### src/rtl/control_unit_mc.sv
// control_unit_mc: multicycle FETCH/EXEC/MEM/WB sequencer for the teaching CPU,
// with a load/store handshake and timeout, a return-address stack pointer, and sticky fault capture.
`default_nettype none

module control_unit_mc #(
    parameter int ALUOP_W     = 3,
    parameter int STACK_DEPTH = 8,
    parameter int MEM_TIMEOUT = 15
) (
    input  logic                         clk,
    input  logic                         reset,
    input  logic [5:0]                   opcode,
    input  logic                         zero,
    input  logic                         mem_ack,
    output logic                         ir_we,
    output logic                         pc_we,
    output logic [1:0]                   s_pc,
    output logic                         s_inm,
    output logic                         s_mem,
    output logic                         we3,
    output logic                         wez,
    output logic [ALUOP_W-1:0]           alu_op,
    output logic                         mem_req,
    output logic                         mem_we,
    output logic                         stack_push,
    output logic                         stack_pop,
    output logic [$clog2(STACK_DEPTH):0] sp,
    output logic                         fault,
    output logic [2:0]                   fault_code
);

    localparam int SPW   = $clog2(STACK_DEPTH) + 1;
    localparam int CNT_W = $clog2(MEM_TIMEOUT + 1);

    localparam logic [2:0] FC_ILLEGAL   = 3'b001;
    localparam logic [2:0] FC_OVERFLOW  = 3'b010;
    localparam logic [2:0] FC_UNDERFLOW = 3'b011;
    localparam logic [2:0] FC_TIMEOUT   = 3'b100;

    localparam logic [1:0] PC_INC = 2'b00;
    localparam logic [1:0] PC_IMM = 2'b01;
    localparam logic [1:0] PC_STK = 2'b10;

    typedef enum logic [1:0] {
        S_FETCH = 2'd0,
        S_EXEC  = 2'd1,
        S_MEM   = 2'd2,
        S_WB    = 2'd3
    } state_t;

    state_t             state_q, state_d;
    logic [SPW-1:0]     sp_q, sp_d;
    logic [CNT_W-1:0]   cnt_q, cnt_d;
    logic               fault_q;
    logic [2:0]         fault_code_q;
    logic               fault_ev;
    logic [2:0]         fault_ev_code;

    always_comb begin
        ir_we         = 1'b0;
        pc_we         = 1'b0;
        s_pc          = PC_INC;
        s_inm         = 1'b0;
        s_mem         = 1'b0;
        we3           = 1'b0;
        wez           = 1'b0;
        alu_op        = '0;
        mem_req       = 1'b0;
        mem_we        = 1'b0;
        stack_push    = 1'b0;
        stack_pop     = 1'b0;
        state_d       = state_q;
        sp_d          = sp_q;
        cnt_d         = cnt_q;
        fault_ev      = 1'b0;
        fault_ev_code = 3'b000;

        // Gating on reset keeps mem_req low the moment reset rises, even mid-MEM.
        if (!reset) begin
            case (state_q)
                S_FETCH: begin
                    ir_we   = 1'b1;
                    state_d = S_EXEC;
                end
                S_EXEC: begin
                    state_d = S_FETCH;
                    pc_we   = 1'b1;
                    if (!opcode[5]) begin
                        we3    = 1'b1;
                        wez    = 1'b1;
                        alu_op = opcode[ALUOP_W+1:2];
                    end else if (!opcode[4]) begin
                        s_inm = 1'b1;
                        we3   = 1'b1;
                        wez   = 1'b1;
                        case (opcode[3:2])
                            2'b00: begin
                                alu_op = ALUOP_W'(0);
                                wez    = 1'b0;
                            end
                            2'b01:   alu_op = ALUOP_W'(2);
                            2'b10:   alu_op = ALUOP_W'(3);
                            default: alu_op = ALUOP_W'(6);
                        endcase
                    end else begin
                        case (opcode)
                            6'b110000, 6'b110001: begin
                                pc_we   = 1'b0;
                                mem_req = 1'b1;
                                mem_we  = opcode[0];
                                cnt_d   = CNT_W'(1);
                                state_d = S_MEM;
                            end
                            6'b110100: begin
                                if (sp_q == SPW'(STACK_DEPTH)) begin
                                    fault_ev      = 1'b1;
                                    fault_ev_code = FC_OVERFLOW;
                                end else begin
                                    stack_push = 1'b1;
                                    s_pc       = PC_IMM;
                                    sp_d       = sp_q + 1'b1;
                                end
                            end
                            6'b110101: begin
                                if (sp_q == '0) begin
                                    fault_ev      = 1'b1;
                                    fault_ev_code = FC_UNDERFLOW;
                                end else begin
                                    stack_pop = 1'b1;
                                    s_pc      = PC_STK;
                                    sp_d      = sp_q - 1'b1;
                                end
                            end
                            6'b111100: s_pc = PC_IMM;
                            6'b111101: s_pc = zero ? PC_IMM : PC_INC;
                            6'b111110: s_pc = zero ? PC_INC : PC_IMM;
                            default: begin
                                fault_ev      = 1'b1;
                                fault_ev_code = FC_ILLEGAL;
                            end
                        endcase
                    end
                end
                S_MEM: begin
                    // An ack on the limit cycle takes priority over the timeout.
                    if (mem_ack) begin
                        mem_req = 1'b1;
                        mem_we  = opcode[0];
                        cnt_d   = '0;
                        if (opcode[0]) begin
                            pc_we   = 1'b1;
                            state_d = S_FETCH;
                        end else begin
                            state_d = S_WB;
                        end
                    end else if (cnt_q == CNT_W'(MEM_TIMEOUT)) begin
                        pc_we         = 1'b1;
                        cnt_d         = '0;
                        fault_ev      = 1'b1;
                        fault_ev_code = FC_TIMEOUT;
                        state_d       = S_FETCH;
                    end else begin
                        mem_req = 1'b1;
                        mem_we  = opcode[0];
                        cnt_d   = cnt_q + 1'b1;
                    end
                end
                S_WB: begin
                    we3     = 1'b1;
                    s_mem   = 1'b1;
                    pc_we   = 1'b1;
                    state_d = S_FETCH;
                end
                default: state_d = S_FETCH;
            endcase
        end
    end

    always_ff @(posedge clk or posedge reset) begin
        if (reset) begin
            state_q      <= S_FETCH;
            sp_q         <= '0;
            cnt_q        <= '0;
            fault_q      <= 1'b0;
            fault_code_q <= 3'b000;
        end else begin
            state_q <= state_d;
            sp_q    <= sp_d;
            cnt_q   <= cnt_d;
            if (fault_ev && !fault_q) begin
                fault_q      <= 1'b1;
                fault_code_q <= fault_ev_code;
            end
        end
    end

    assign sp         = sp_q;
    assign fault      = fault_q;
    assign fault_code = fault_code_q;

endmodule

`default_nettype wire

### config.mk
export PLATFORM = sky130hd
export DESIGN_NAME = control_unit_mc
export DESIGN_NICKNAME = d
export VERILOG_FILES = /design/src/rtl/control_unit_mc.sv
export SDC_FILE = /design/constraint.sdc
export NUM_CORES = 1
export LEC_CHECK = 0
export BUFFER_PORTS_ARGS = -buffer_cell sky130_fd_sc_hd__clkbuf_2
export CORE_MARGIN = 10
export CORE_UTILIZATION = 55
export DETAILED_ROUTE_END_ITERATION = 6
export PLACE_DENSITY = 0.83
export SYNTH_ARGS = -nofsm -noshare
export SYNTH_HDL_FRONTEND = slang
export SYNTH_SLANG_ARGS = --single-unit
### constraint.sdc
create_clock -name clk -period 4.4 [get_ports clk]
set_input_delay 1.32 -clock clk [delete_from_list [all_inputs] [get_ports clk]]
set_output_delay 1.32 -clock clk [all_outputs]
set_load 0.005 [all_outputs]
==> impl_metrics.toml <==
[run_status]
run_status = "finished, final reports clean"

[route]
firstDrtPassIters = 4
ant_nets = 0
route.detailed.vias_per_inst = 5.78
wirelength_um = 2980
first_iter_violations = 65
detail_route.drc_violations = 0
post_drt_wl_per_cell_um = 14.4
detailroute.via_count = 1196

[finish]
fillers = 181
flow.area_growth_from_synthesis_pct = 16.7
layout.nets = 200
stdcell_area_um2 = 1420
multiInputGateArea_um2 = 793
seqCellArea_um2 = 350
fraction_of_final_layout_cells_with_drive_strength_greater_than_1_pct = 23.9
layoutNonFillerInstCount = 207
num_antenna_cells = 0

[critical_path]
arrival_time_reported_for_the_critical_path_endpoint_ps = 2720
crit_slowest_cell = "sky130_fd_sc_hd__and4bb_4"
regToRegSetupSlack_ps = 2570
worst_r2r_endpoint = "sp[2]"
worstSetupStartpointType = "input pin"
worst-setup-path-type = "input pin to output port"
critical_path_peak_fanout = 8
worst_path_largest_cell_delay_ps = 410
end_kind = "output port"
ff2ff_path_depth = 6
crit_required_ps = 3080
worstPathCellList = "clkbuf_2, and4bb_4, nand2_2, a211o_1, a2111oi_2, clkbuf_2"
critical-path-top-cell-by-count = "sky130_fd_sc_hd__clkbuf_2"
r2r-start = "state_q[1]"

[clock_tree]
cts_root_buf = "sky130_fd_sc_hd__clkbuf_4"
cts.repair_timing.setup_buffer_count = 0
ctsHoldBuffers = 0
postCtsResizedCells = 0
cts_max_level = 1
clk_transition_reported_paths_ps = 80
clock_path_buffers = 2
number_of_buffers_created_by_cts = 3
tritoncts = "yes"
insertion_delay_ps = 280
tritoncts_num_sinks = 14

[grt]
grt_pass1_vias = 1250
grt.total_usage_pct = 14.8
grt_max_degree = 13
grt_pass1_wl_um = 5480
gr-total-overflow = 0
antenna_found_initial = 0

[synthesis]
synthesis.nets = 166
yosys-top-cells-area = "sky130_fd_sc_hd__dfrtp_1 (29%), sky130_fd_sc_hd__ha_1 (8.2%), sky130_fd_sc_hd__nand2_1 (5.2%)"
yosys_most_used_dff = "sky130_fd_sc_hd__dfrtp_1"
netlist_area_um2 = 1220
ys_seq_elements = 14
synth_cells = 147
post-synth-top-count-cell = "sky130_fd_sc_hd__nand2_1"
synth_enable_flop_cells = 0
synth-warning-count = 0
postSynth.asyncResetShare_pct = 100
synth.top_cell.area_share_pct = 28.8
synth_cell_types = 41
yosys-top-cells-count = "sky130_fd_sc_hd__nand2_1 (17), sky130_fd_sc_hd__dfrtp_1 (14), sky130_fd_sc_hd__a21oi_1 (10), sky130_fd_sc_hd__inv_1 (10), sky130_fd_sc_hd__nor2_1 (10)"
syn-mean-instance-area_um2 = 8.27
sequential_element_share_of_the_synthesized_area_pct = 28.8
yosysTopAreaCell = "sky130_fd_sc_hd__dfrtp_1"

[power_and_ir_drop]
power.leakage_nw = 0.672
post-layout-total-power_mw = 0.356
irDropWorstVdd_mv = 0.229
powerDensity_nw_per_um2 = 251

[sta]
achievable-frequency_mhz = 248
rsz_0062_raised_after_global_routing = "false"
clock_skew_ps = 3.83
finalSetupViolCount = 0
drv_slew = 0
worst_slew_margin_relative_to_its_limit_pct = 71.1
hold_viol = 0
max_slew.worst_pin.slew_ps = 431
period_minus_ws_final_ps = 4040
final.period_utilization_pct = 91.8
fin_setup_tns_ps = 0

[placement]
number_of_placed_cells_counting_well_taps = 203
place.gp.congestion = 0.773
placement.cell_area_um2 = 1380
post-dp-hpwl_um = 2420
quantity_of_i_o_buffers_inserted_on_ports = 32

[worst_hold_path]
worst_hold_path_type = "flop to flop"
holdPathStages = 1
min_delay_worst_endpoint = "cnt_q[3]"
timing.hold.worst.start = "cnt_q[3]"

[die]
placement_rows = 16
fp.dieH_um = 67.0
area_of_the_placeable_core_um2 = 2020
initial_core_util_pct = 60.1
design.portCount = 33
fp.dieArea_um2 = 4490
die_x_extent_um = 67.0

[run]
maxCapViolations = 0
[state kept, by name, summed over array words and instances, names as in the netlist]
name and flops:
state_q 2, fault_code 3, cnt_q 4, fault 1, sp 4
[metrics by stage]
step / worst slack, ps / utilization [%] / hold slack (ps)
after CTS: 369 / 70.2 / 514
after global routing: 273 / 70.2 / 537
final: 360 / 70.2 / 514
after detailed placement: 378 / 68.4 / 493
after global placement: 397 / 68.4 / 490
after floorplan: 723 / - / 476
[how the worst max path moves through the flow]
| stage | from | to | slack (ps) | cells after the start |
|---|---|---|---|---|
| final | opcode[3] | s_pc[0] | 360 | 6 |
| after global routing | opcode[3] | s_pc[0] | 270 | 6 |
| after detailed placement | opcode[3] | s_pc[0] | 380 | 6 |
| after global placement | opcode[3] | s_pc[0] | 400 | 6 |
| after CTS | opcode[3] | s_pc[0] | 370 | 6 |
| after floorplan | opcode[5] | s_pc[0] | 720 | 5 |
[kinds of logic after synthesis]
family / Yosys count / synth area share (%)
flops: 14 / 28.8
buf+inv: 14 / 5.97
fa+ha+maj: 9 / 9.88
compound gates: 42 / 24.4
xor+xnor: 3 / 2.16
simple gates: 63 / 27.2
mux: 2 / 1.65
[layout by cell type, fill, tap and decap left out, types with 2 or more instances in the layout]
cell,count
sky130_fd_sc_hd__a21o_1,5
sky130_fd_sc_hd__a21oi_1,10
sky130_fd_sc_hd__a31oi_1,3
sky130_fd_sc_hd__a32o_1,2
sky130_fd_sc_hd__and3_1,2
sky130_fd_sc_hd__clkbuf_2,32
sky130_fd_sc_hd__clkbuf_4,3
sky130_fd_sc_hd__dfrtp_1,14
sky130_fd_sc_hd__ha_1,8
sky130_fd_sc_hd__inv_1,10
sky130_fd_sc_hd__mux2i_1,2
sky130_fd_sc_hd__nand2_1,17
sky130_fd_sc_hd__nand2b_1,7
sky130_fd_sc_hd__nand3_1,6
sky130_fd_sc_hd__nand4_1,2
sky130_fd_sc_hd__nor2_1,10
sky130_fd_sc_hd__nor2b_1,3
sky130_fd_sc_hd__nor3_1,7
sky130_fd_sc_hd__nor3b_1,3
sky130_fd_sc_hd__o21ai_0,9
sky130_fd_sc_hd__o31ai_1,3
sky130_fd_sc_hd__xor2_1,2
[routing by layer]
metal,part of all wire [%],routed length [um],GRT usage [%],vias up
met4,0.57,17,3.59,0
met5,0,0,0,-
met2,52,1550,25.9,22
met1,42,1250,17.3,572
li1,-,-,-,597
met3,5.3,158,3.85,5
[where the power goes]
group	internal (mW)	total [mW]	switching [mW]
logic	0.0445	0.107	0.0630
registers	0.140	0.155	0.0150
clock network	0.0504	0.0935	0.0431
total	0.235	0.356	0.121
[critical path: cells and delay by family]
family	cells	cell delay, ps
AO/OA/AOI/OAI	2	610
AND/OR/NAND/NOR	2	480
buffers and inverters	2	320
[layout make-up]
class	instances	share of cell area [%]
Clock buffer	4	2.56
Inverter	10	2.65
Tap cell	27	2.38
Timing Repair Buffer	33	11.8
Sequential cell	14	24.7
Multi-Input combinational cell	119	55.9
No activity file was read; power rests on OpenSTA's default activity.
